$ cat src/rtl/acc_stage.sv
// Burst accumulator: after a start, sums len beats of (data + carry-in) and
// presents the wrapped sum plus a sticky carry-out flag until downstream takes it.
module acc_stage #(
    parameter int WIDTH = 10,
    parameter int LENW  = 4
) (
    input  logic             clk,
    input  logic             rst,
    input  logic             start,
    input  logic [LENW-1:0]  len,
    input  logic             in_valid,
    output logic             in_ready,
    input  logic [WIDTH-1:0] in_data,
    input  logic             in_cin,
    output logic             out_valid,
    input  logic             out_ready,
    output logic [WIDTH-1:0] out_sum,
    output logic             out_ovf,
    output logic             busy
);

    typedef enum logic [1:0] {
        IDLE = 2'd0,
        ACC  = 2'd1,
        DONE = 2'd2
    } state_t;

    state_t           state;
    state_t           state_nxt;
    logic [WIDTH-1:0] acc;
    logic             ovf;
    logic [LENW-1:0]  cnt;
    logic [LENW-1:0]  len_q;

    logic             launch;
    logic             accept;
    logic             last_beat;
    logic [LENW-1:0]  cnt_inc;
    logic [WIDTH:0]   sum_ext;

    assign launch    = (state == IDLE) && start && (len != '0);
    assign accept    = (state == ACC) && in_valid;
    assign cnt_inc   = cnt + 1'b1;
    assign last_beat = accept && (cnt_inc == len_q);
    // One extra bit on the adder captures the carry-out that feeds the sticky flag.
    assign sum_ext   = {1'b0, acc} + {1'b0, in_data} + {{WIDTH{1'b0}}, in_cin};

    always_ff @(posedge clk) begin
        if (rst) state <= IDLE;
        else     state <= state_nxt;
    end

    always_comb begin
        state_nxt = state;
        case (state)
            IDLE:    if (launch)    state_nxt = ACC;
            ACC:     if (last_beat) state_nxt = DONE;
            DONE:    if (out_ready) state_nxt = IDLE;
            default:                state_nxt = IDLE;
        endcase
    end

    // acc/ovf are only rewritten on a launch or an accepted beat, so the result
    // stays visible in DONE and after retiring back to IDLE.
    always_ff @(posedge clk) begin
        if (rst) begin
            acc   <= '0;
            ovf   <= 1'b0;
            cnt   <= '0;
            len_q <= '0;
        end else if (launch) begin
            len_q <= len;
            acc   <= '0;
            ovf   <= 1'b0;
            cnt   <= '0;
        end else if (accept) begin
            acc   <= sum_ext[WIDTH-1:0];
            ovf   <= ovf | sum_ext[WIDTH];
            cnt   <= cnt_inc;
        end
    end

    always_comb begin
        in_ready  = (state == ACC);
        out_valid = (state == DONE);
        busy      = (state != IDLE);
        out_sum   = acc;
        out_ovf   = ovf;
    end

endmodule

$ cat config.mk
export PLATFORM = sky130hd
export DESIGN_NAME = acc_stage
export DESIGN_NICKNAME = d
export VERILOG_FILES = /design/src/rtl/acc_stage.sv
export SDC_FILE = /design/constraint.sdc
export NUM_CORES = 1
export LEC_CHECK = 0
export ABC_AREA = 0
export BUFFER_PORTS_ARGS = -buffer_cell sky130_fd_sc_hd__buf_2
export CAP_MARGIN = 20
export CORE_ASPECT_RATIO = 0.7
export CORE_UTILIZATION = 45
export CTS_CLUSTER_DIAMETER = 40
export CTS_CLUSTER_SIZE = 10
export DETAILED_ROUTE_END_ITERATION = 8
export PLACE_DENSITY = 0.7
export SLEW_MARGIN = 20
export SYNTH_ARGS = -nofsm -noshare
export SYNTH_HDL_FRONTEND = slang
export SYNTH_SLANG_ARGS = --single-unit
export TNS_END_PERCENT = 20
$ cat constraint.sdc
create_clock -name clk -period 4.41 [get_ports clk]
set_input_delay 0.882 -clock clk [delete_from_list [all_inputs] [get_ports clk]]
set_output_delay 0.882 -clock clk [all_outputs]
set_load 0.01 [all_outputs]
==> results.md <==
- Fraction of layout cells with a size suffix above 1: 0.239
- Initial drt markers: 48
- Seq/Total Area, Yosys: 0.319
- Cts hold-fix bufs: 0
- Clk slew on worst S/H paths: 0.08 ns
- Mapped Cells: approximately 150
- Drc violations: 0
- Cts bufs inserted: 3
- Area of the core: around 2800 um2
- Mapped cell area: 1320 um2
- Die area: 3150 um2
- Final period util: 0.579
- CP required: about 4.6 ns
- Htree depth: 1
- Worst VDD drop: between 0.15 and 0.2 mV
- Outcome: finished, final reports clean
- Top cells by area, synth: dfxtp_1 (32%), ha_1 (9.5%), a21oi_1 (4.2%), nor2_1 (4.0%), xor2_1 (3.3%)
- Most common cell after layout, fill and taps aside: buf_2
- Placer Congestion: roughly 0.80
- Final Hold Fails: 0
- Hold WS: between 0.4 and 0.5 ns
- Most frequent cells in the layout: buf_2 (33), dfxtp_1 (21), nor2_1 (14)
- Tmin final: 2.55 ns
- CTS root buffer: clkbuf_8
- Vias in the first global route: 1032
- Clock Path Buffers: 2
- # resized after CTS: 0
- Total gr overflow: 0
- Synth warn: 0
- DP HPWL: approximately 2400 um
- Setup Buffers After CTS: 0
- Initial Utilization: 0.473
- Slew margin rel.: 0.509
- Cells after DPL: approximately 220
- F_max: roughly 400 MHz
- Synth top area share: 0.319
- IO Pins: 34
- Slew Limit Fails: 0
- Largest net degree at the start of global routing: 20
- Hold path depth: 2
- CP Max Fanout: 3
- Vias per cell: 5.52
- Die X: ~67 um
- Port-buffer cells: 33
- RSZ-0062 raised after global routing: false
- Area leader, netlist: dfxtp_1
- Syn_nets: 184
- WL/cell: roughly 14 um
- Measured slew at the worst slew-check pin: 0.734 ns
- Crit. End Element: flop
- Synth Register Bits: 21
- Arrival @ worst endpoint: 2.69 ns
- Overall routing resource usage: 0.203
- Finished Layout Cells: 220
- Worst r2r path cells: 8
- Lkg Pwr: 0.746 nW
- Netlist cell types: 40
- Final wirelength: 3060 um
- Mean area per synthesized cell: a little under 9 um2
- Setup CP Type: in -> reg
- Layout Nets: between 200 and 250
- Final setup viols: 0
- Initial antenna violation count: 0
- Num Clock Sinks: 21
- Die Y: 47.3 um
- Post-layout util: 0.558
- Clock Skews: 0.00164 ns
- Max_cap viols: 0
- N_diodes: 0
- CP startpoint kind: primary input
- Rows: 16
- P&R area growth vs syn: 17.8%
- CTS tree: built
- Worst Hold Class: reg -> reg
- Post-route ant nets: 0
- First-pass iteration count of the detailed router: 4
- Later-pin clock latency in the skew report: around 0.26 ns
- Total number of vias: 1215
- Setup_tns: 0 ns
- First-pass GRT wire length: about 4600 um
- Pwr Density: 268 nW/um2
[worst max-delay path, stage by stage]
cell and delay [ns]:
buf_2 0.08, inv_1 0.04, fa_1 0.45, fa_1 0.39, nor2b_1 0.19, o31a_1 0.23, o22ai_1 0.16, nand4_1 0.16
o211ai_2 0.11
[cells in the mapped netlist]
library cell / n
ha_1: 10
a21oi_2: 1
nand4_1: 2
nand3b_1: 1
clkbuf_1: 2
o31ai_1: 1
buf_2: 2
or2_2: 3
nor2_1: 14
or3_1: 5
a22oi_1: 2
o31a_1: 2
a211oi_1: 4
xnor2_1: 4
nand2_1: 9
a21oi_1: 11
o22ai_1: 2
o41ai_2: 1
nand3_1: 6
nor3_1: 4
buf_1: 1
a21o_1: 3
o211a_1: 1
nand2b_1: 1
dfxtp_1: 21
mux2i_1: 4
o21a_1: 3
xor2_1: 5
o2111ai_1: 1
and3_1: 1
or4_1: 1
nor2b_1: 6
o21ai_0: 5
o211ai_2: 2
or4_4: 1
o211ai_1: 1
fa_1: 2
inv_1: 5
and2_1: 1
nor3b_1: 1
[layout make-up]
| class | count | area, um2 |
|---|---|---|
| clock buffer | 4 | 45.0 |
| timing repair buffer | 33 | 165 |
| sequential | 21 | 420 |
| multi-input combinational | 121 | 857 |
| tap | 36 | 45.0 |
| inverter | 5 | 18.8 |
| fill | 272 | 1230 |
[final timing paths]
path	startpoint	endpoint	slack [ns]
worst max-delay path	in_data[0]	out_sum[6]$_SDFFE_PP0P_	1.86
worst min-delay path	out_sum[3]$_SDFFE_PP0P_	out_sum[3]$_SDFFE_PP0P_	0.48
worst max register to register	out_sum[0]$_SDFFE_PP0P_	out_sum[6]$_SDFFE_PP0P_	2.22
worst min register to register	out_sum[3]$_SDFFE_PP0P_	out_sum[3]$_SDFFE_PP0P_	0.48
[power by group]
part / switching, mW / internal [mW]
Combinational: 0.0484 / 0.0373
Sequential: 0.00606 / 0.197
Clock: 0.0629 / 0.0644
Total: 0.117 / 0.299
[registers in the layout (all words and copies together), names as in the netlist]
register,cells
state,2
len_q,4
out_ovf,1
cnt,4
out_sum,10
[per-layer routing]
metal | track usage | routed length [um] | share of wire
met5 | 0 | 0 | 0
met4 | 0.0511 | 13 | 0.0043
met3 | 0.0583 | 148 | 0.048
met2 | 0.335 | 1360 | 0.44
met1 | 0.264 | 1530 | 0.50
[cells by family (layout without fill, tap and decap cells)]
family | Yosys count | after routing | share of synthesized area
compound gates | 40 | 40 | 0.216
xor+xnor | 9 | 9 | 0.0598
fa+ha+maj | 12 | 12 | 0.125
buf+inv | 10 | 42 | 0.0304
flops | 21 | 21 | 0.319
mux | 4 | 4 | 0.0304
simple gates | 56 | 56 | 0.219
[stage by stage]
stage,power (mW),instance area [um2],worst slack [ns]
3_5_place_dp,0.292,1510,1.61
4_1_cts,0.419,1550,1.88
5_1_grt,0.439,1550,1.75
2_1_floorplan,0.266,1320,1.87
3_3_place_gp,0.289,1510,1.70
6_report,0.416,1550,1.86
(Power assumes the default switching activity.)
